<file path="src/rtl/lsu_mem_if.sv">
// Load/store unit front end: one access per start pulse onto a word-wide req/ready bus.
// Optional MISALIGN_TRAP_EN macro turns misaligned half/word accesses into error completions.
module lsu_mem_if #(
  parameter int ADDR_W      = 32,
  parameter int TIMEOUT_CYC = 255
) (
  input  logic              clk,
  input  logic              rst_n,
  input  logic              start,
  input  logic [ADDR_W-1:0] addr,
  input  logic [31:0]       wdata,
  input  logic [2:0]        r_dm,
  input  logic [1:0]        w_dm,
  output logic              busy,
  output logic              done,
  output logic [31:0]       rdata,
  output logic              err,
  output logic              mem_req,
  output logic              mem_we,
  output logic [ADDR_W-1:0] mem_addr,
  output logic [3:0]        mem_be,
  output logic [31:0]       mem_wdata,
  input  logic              mem_ready,
  input  logic [31:0]       mem_rdata
);

  localparam int CNT_W = (TIMEOUT_CYC > 1) ? $clog2(TIMEOUT_CYC + 1) : 1;
  localparam logic [CNT_W-1:0] TMO_LAST = CNT_W'(TIMEOUT_CYC - 1);

  typedef enum logic [1:0] {
    S_IDLE,
    S_BUS,
    S_DONE
  } state_t;

  state_t            r_state;
  state_t            w_next;
  logic [CNT_W-1:0]  r_cnt;
  logic              r_err;
  logic              r_we;
  logic [31:0]       r_rdata;
  logic [ADDR_W-1:0] r_addr;
  logic [3:0]        r_be;
  logic [31:0]       r_wdat;
  logic [2:0]        r_rdm;
  logic [1:0]        r_lane;

  logic              w_rd;
  logic              w_wr;
  logic              w_mis;
  logic              w_go;
  logic              w_trap;
  logic              w_tmo;
  logic [3:0]        w_be;
  logic [31:0]       w_wdat;
  logic [7:0]        w_byte;
  logic [15:0]       w_half;
  logic [31:0]       w_ld;

  assign w_rd = |r_dm[1:0];
  assign w_wr = |w_dm;

`ifdef MISALIGN_TRAP_EN
  logic [1:0] w_size;
  assign w_size = w_rd ? r_dm[1:0] : w_dm;
  assign w_mis  = ((w_size == 2'b10) && addr[0]) ||
                  ((w_size == 2'b11) && (addr[1:0] != 2'b00));
`else
  assign w_mis = 1'b0;
`endif

  assign w_go   = start && (w_rd ^ w_wr) && !w_mis;
  assign w_trap = start && ((w_rd && w_wr) || ((w_rd ^ w_wr) && w_mis));
  assign w_tmo  = (TIMEOUT_CYC != 0) && (r_cnt == TMO_LAST);

  always_comb begin
    w_be   = 4'b1111;
    w_wdat = '0;
    unique case (1'b1)
      (w_dm == 2'b01): begin
        w_be   = 4'b0001 << addr[1:0];
        w_wdat = {4{wdata[7:0]}};
      end
      (w_dm == 2'b10): begin
        w_be   = addr[1] ? 4'b1100 : 4'b0011;
        w_wdat = {2{wdata[15:0]}};
      end
      (w_dm == 2'b11): begin
        w_wdat = wdata;
      end
      default: ;
    endcase
  end

  always_comb begin
    w_byte = mem_rdata[7:0];
    unique case (r_lane)
      2'd1:    w_byte = mem_rdata[15:8];
      2'd2:    w_byte = mem_rdata[23:16];
      2'd3:    w_byte = mem_rdata[31:24];
      default: w_byte = mem_rdata[7:0];
    endcase
    w_half = r_lane[1] ? mem_rdata[31:16] : mem_rdata[15:0];
    w_ld   = mem_rdata;
    unique case (r_rdm[1:0])
      2'b01: w_ld = r_rdm[2] ? {24'b0, w_byte}
                             : {{24{w_byte[7]}}, w_byte};
      2'b10: w_ld = r_rdm[2] ? {16'b0, w_half}
                             : {{16{w_half[15]}}, w_half};
      default: w_ld = mem_rdata;
    endcase
  end

  always_comb begin
    w_next = r_state;
    unique case (r_state)
      S_IDLE: begin
        if (w_trap)    w_next = S_DONE;
        else if (w_go) w_next = S_BUS;
      end
      S_BUS:  if (mem_ready || w_tmo) w_next = S_DONE;
      S_DONE: w_next = S_IDLE;
      default: w_next = S_IDLE;
    endcase
  end

  always_ff @(posedge clk) begin
    if (!rst_n) r_state <= S_IDLE;
    else        r_state <= w_next;
  end

  always_ff @(posedge clk) begin
    if (!rst_n) begin
      r_cnt   <= '0;
      r_err   <= 1'b0;
      r_we    <= 1'b0;
      r_rdata <= '0;
      r_addr  <= '0;
      r_be    <= '0;
      r_wdat  <= '0;
      r_rdm   <= '0;
      r_lane  <= '0;
    end else begin
      unique case (r_state)
        S_IDLE: begin
          if (w_go) begin
            r_addr <= {addr[ADDR_W-1:2], 2'b00};
            r_be   <= w_be;
            r_wdat <= w_wdat;
            r_we   <= w_wr;
            r_rdm  <= r_dm;
            r_lane <= addr[1:0];
            r_cnt  <= '0;
            r_err  <= 1'b0;
          end else if (w_trap) begin
            r_err   <= 1'b1;
            r_rdata <= '0;
          end
        end
        S_BUS: begin
          // ready wins over a timeout landing on the same cycle
          if (mem_ready) begin
            r_we  <= 1'b0;
            r_err <= 1'b0;
            if (!r_we) r_rdata <= w_ld;
          end else if (w_tmo) begin
            r_we    <= 1'b0;
            r_err   <= 1'b1;
            r_rdata <= '0;
          end else begin
            r_cnt <= r_cnt + 1'b1;
          end
        end
        S_DONE: r_err <= 1'b0;
        default: ;
      endcase
    end
  end

  assign busy      = (r_state != S_IDLE);
  assign done      = (r_state == S_DONE);
  assign mem_req   = (r_state == S_BUS);
  assign err       = r_err;
  assign rdata     = r_rdata;
  assign mem_we    = r_we;
  assign mem_addr  = r_addr;
  assign mem_be    = r_be;
  assign mem_wdata = r_wdat;

endmodule

</file>
<file path="config.mk">
export PLATFORM = sky130hd
export DESIGN_NAME = lsu_mem_if
export DESIGN_NICKNAME = d
export VERILOG_FILES = /design/src/rtl/lsu_mem_if.sv
export SDC_FILE = /design/constraint.sdc
export NUM_CORES = 1
export LEC_CHECK = 0
export BUFFER_PORTS_ARGS = -buffer_cell sky130_fd_sc_hd__buf_2
export CORE_MARGIN = 1
export CORE_UTILIZATION = 42
export CTS_CLUSTER_SIZE = 20
export DETAILED_ROUTE_END_ITERATION = 10
export MAX_ROUTING_LAYER = met4
export PLACE_DENSITY = 0.73
export SLEW_MARGIN = 0
export SYNTH_ARGS = -nofsm -noshare
export SYNTH_HDL_FRONTEND = slang
export SYNTH_SLANG_ARGS = --single-unit
</file>
<file path="constraint.sdc">
create_clock -name clk -period 4.4 [get_ports clk]
set_input_delay 0.22 -clock clk [delete_from_list [all_inputs] [get_ports clk]]
set_output_delay 0.22 -clock clk [all_outputs]
set_load 0.02 [all_outputs]
</file>
# After elaboration in Yosys (flattened, before gate mapping)

Index checks and enable logic that the tools add are counted.

Shift-type cells: 1
Equal/unequal tests: 20
Bitwise operators: 1
Reduce and logical (&&, ||, !) cells: 16
Add/sub/neg operators: 1
Muxes and demuxes: 31

Operators by type and width:

| operator              | number |
|---|---|
| $mux W32              | 7 |
| $pmux W32 S2          | 2 |
| $pmux W32 S3          | 1 |
| $mux W8               | 3 |
| $pmux W8 S3           | 1 |
| $mux W16              | 1 |
| $pmux W8 S2           | 1 |
| $eq A2 B2 Y1 const B  | 6 |
| $ne A2 B2 Y1 const B  | 5 |
| $add A8 B1 Y8 const B | 1 |
| $eq A2 B1 Y1 const B  | 4 |
| $eq A8 B8 Y1 const B  | 1 |
| $pmux W4 S2           | 1 |
| $mux W1               | 7 |
| $mux W2               | 3 |
| $ne A3 B3 Y1 const B  | 2 |
| $reduce_and A3 Y1     | 2 |
| $reduce_and A5 Y1     | 1 |
| $mux W4               | 1 |
| $pmux W2 S2           | 1 |
| $reduce_and A2 Y1     | 2 |
| $reduce_and A4 Y1     | 1 |
| $reduce_bool A2 Y1    | 2 |
| $reduce_or A2 Y1      | 2 |
| other kinds (10)      | 12 |

Input bits: 105
Bits in registers: 115
Output and inout port bits: 105
Logic and storage cells: 80

# Depth between registers and ports, before layout

Word-level depth: 7
Depth in mapped cells: 11
Depth with buffers taken out: 8

# Worst setup path after synthesis

No wires, ideal clock.

Path kind: input to register
Start: input port w_dm[0]
End: register r_rdata[0] (netlist: rdata[0])
Required time: 4.340 ns
Slack: 2.153 ns
Stages: 10
Setup time: 0.060 ns
Path buffers: 2
Arrival: 2.187 ns
Cell sequence: inv_1 ha_1 clkbuf_1 inv_1 ha_1 nand3b_1 a21o_1 buf_2 a21oi_1 a221o_1

Cells in the longest elaborated chain, start to end: 5
Elaborated cells on any way between the ends: 8
Classes of those cells: 2 x eq/ne; 1 x bitwise; 5 x reduce/logical

RTL lines:

| element                                                     | RTL line | text |
|---|---|---|
| start, declared                                             | 13       | `input logic [1:0] w_dm,` |
| $reduce_or A2 Y1 *                                          | 61       | `assign w_wr = \|w_dm;` |
| $xor A1 B1 Y1 / $logic_and A1 B1 Y1 (equally long branches) | --       |  |
| $logic_and A1 B1 Y1, on equally long branches               | 72, 73   |  |
| $ne A2 B2 Y1 (no source line)                               | --       |  |
| $reduce_and A5 Y1 (no source line) *                        | --       |  |
| end signal, assigned                                        | 165      | `if (!r_we) r_rdata <= w_ld;` |
| end, declared                                               | 41       | `logic [31:0] r_rdata;` |

Mark *: on every way between the ends. The rest lies on a longest branch, timed or not.
A chain may end at the register's enable or synchronous reset.

# Worst setup path in the final report

Start: register r_state[1]
End: register r_rdata[15] (netlist: rdata[15])

Cells in the longest elaborated chain, start to end: 3
Elaborated cells on any way between the ends: 9
Classes of those cells: 5 x eq/ne; 1 x mux; 3 x reduce/logical

RTL lines:

| element                                                 | RTL line | text |
|---|---|---|
| start, declared                                         | 36       | `state_t r_state;` |
| start signal, assigned                                  | 129      | `else r_state <= w_next;` |
| $eq A2 B1 Y1 / $logic_not A2 Y1 (equally long branches) | 144      | `unique case (r_state)` |
| $ne A3 B3 Y1 (no source line) (tied with other cells)   | --       |  |
| $reduce_and A5 Y1 (no source line)                      | --       |  |

Several ways; a longest one is shown, not always the timed one.

==> metrics.yaml <==
outcome: "finished clean"
insertion_delay_ns: 0.43
clk_pin_slew_worst_paths_ns: 0.05
gr-usage-met3_pct: 7.01
hold_ws_ns: 0.0210
synthTopCellsByArea: "dfxtp_1 44%, a21oi_1 6.3%, nand2_1 6.2%, a22oi_1 3.4%, ha_1 3.1%"
grt_max_degree: 76
power.density_nw_per_um2: 425
p_leak_nw: 3.04
maxSlewHeadroom_pct: 31.0
slew_violations: 0
crit_type: "reg2reg"
wl_um: 15800
first_global_vias: 5053
first_pass_iters: 5
cp_top_family: "compound AO/OA/AOI/OAI gates"
use_met2_pct: 39.5
layout.nets: 901
path_cells: "inv_1 -> ha_1 -> nand2b_1 -> a41o_2 -> a31oi_2 -> buf_4 -> o2bb2ai_1"
dp.cells: 932
synth_area_per_cell_um2: 8.76
ys_types: 57
synth_area_leader_cell: "dfxtp_1"
worstMarginPinSlew_ns: 1.03
clockBufferDepth: 2
antenna_found_initial: 0
vias: 5395
gp_congestion: 0.898
syn_inst: 602
cts_root_buf: "clkbuf_16"
vdd_drop_max_mv: 0.249
r2r-start: "r_state[1]"
crit_buf_inv: 2
cpPeakStageDelay_ns: 0.75
ant_nets: 0
ys.flop_type: "dfxtp_1"
drive_gt1_share_pct: 33.4
routed_via_density: 5.60
initial_core_util_pct: 43.5
cts_tree: "yes"
stdcell_count: 964
grt-ovfl-total: 0
finalSetupViolCount: 0
final_cell_mix: "207 x buf_2, 115 x dfxtp_1, 87 x nand2_1"
synth_edf_count: 0
mostFrequentLayoutCell: "buf_2"
rows: 40
arrival_ns: 2.90
cp_max_fo: 21
post-route-period-util_pct: 58.3
synth_seq_area_share_pct: 43.7
wire_per_inst_um: 16.4
max_cap_viol_count: 0
die_h_um: 114
die_x_um: 114
die_area_um2: 13000
crit_path_end_kind: "flop"
grt_usage_pct: 25.5
grt.busiest_layer: "met2"
hold_class: "in2reg"
fin_crit_ns: 2.56
drcViolationCount: 0
async_flop_share_pct: 0
hpwl_um: 11300
crit_path_top_delay_cell: "a31oi_2"
cts_htree_levels: 4
clkSinkCount: 115
gr-usage-met1_pct: 30.5
post_cts_buffers: 0
synth_top_area_share_pct: 43.7
cts_resized: 0
cts_hold_buf: 0
critPathLaunch: "r_state[1]"
setup-tns-final_ns: 0
clock_skew_ns: 0.0121
cp-start-kind: "flop"
io_buffers: 207
critPathRequiredTime_ns: 4.74
hold_viol: 0
syn_to_final_growth_pct: 31.4
core_um2: 12100
min_from: "mem_rdata[4]"
rsz0062_at_grt: "no"
grt_pass1_wl_um: 25000
timing.fmax_ghz: 0.390
numCtsBuffers: 17
ios: 210
yosys_warnings: 0
drtIter0Drc: 409
ys_seq_elements: 115
netlist_area_um2: 5270
num_antenna_cells: 0
## layer usage
layer	routed length (µm)	vias to the layer above	part of all wire [%]
met1	6550	2517	41
met5	0	-	0
met3	1210	36	7.7
met4	427	0	2.7
met2	7640	264	48
li1	-	2578	-
## worst reg2reg max path: cells and delay by family (launching register included)
kind / cells / cell delay (ns)
AO/OA/AOI/OAI: 3 / 1.18
adder cells (fa/ha/maj): 1 / 0.38
buffers and inverters: 2 / 0.43
flip-flops: 1 / 0.34
AND/OR/NAND/NOR: 1 / 0.16
## Yosys cell counts, drive strengths merged (3+ instances only)
library cell and instances:
a211oi 8, a21boi 10, a21oi 66, a221o 7, a222oi 8, a22o 16, a22oi 24, a31oi 6
a32o 7, buf 26, clkbuf 25, dfxtp 115, ha 13, inv 13, mux2 10, mux2i 3
nand2 87, nand2b 3, nand3 6, nand4 4, nor2 40, nor2b 4, nor3 12, o211ai 9
o21ai 18, o2bb2ai 18, o41ai 3, or2 3, or3 10
## per-stage QoR
stage	instance area [µm²]	power [W]	utilization (%)	worst slack, ns
floorplan	5280	0.00143	-	2.15
global route	6930	0.00306	57.2	1.60
global placement	6330	0.00156	52.3	1.49
CTS	6930	0.00296	57.2	1.82
finish	6930	0.00294	57.2	1.84
detailed placement	6330	0.00158	52.3	1.42
## where the power goes
group / internal [W] / switching (W) / total [W]
clock: 0.000882 / 0.000500 / 0.00138
sequential: 0.00108 / 0.0000290 / 0.00111
combinational: 0.000163 / 0.000284 / 0.000447
total: 0.00213 / 0.000813 / 0.00294
## registers in the layout (all words and copies together) (netlist names)
name and cells:
r_rdm 3, r_cnt 8, mem_we 1, rdata 32, mem_wdata 32, r_state 2, mem_addr 30, r_lane 2
mem_be 4, err 1
## final timing paths
path / endpoint / slack [ns] / depth (start not counted)
setup / recovery: rdata[15] / 1.84 / 7
hold / removal: rdata[4] / 0.02 / 2
setup reg to reg: rdata[15] / 1.84 / 7
hold reg to reg: mem_addr[5] / 0.45 / 2
## cells by family (layout without fill, tap and decap cells)
logic type,count (synthesis),count (layout),share of synthesized area (%)
flops,115,115,43.7
buf+inv,64,257,5.39
mux,14,14,3.13
other cells,1,2,0.0711
compound gates,217,217,29.6
fa+ha+maj,13,13,3.09
simple gates,178,178,15.0
## final cells by class
type                       instances  area, µm²
fill                            1141       5180
multi-input combinational        424       2700
sequential                       115       2300
timing repair buffer             212       1070
clock buffer                      22        474
tap                              168        210
clock inverter                    10        123
inverter                          13       48.8
Note: power is estimated with default switching activity, not from simulation.
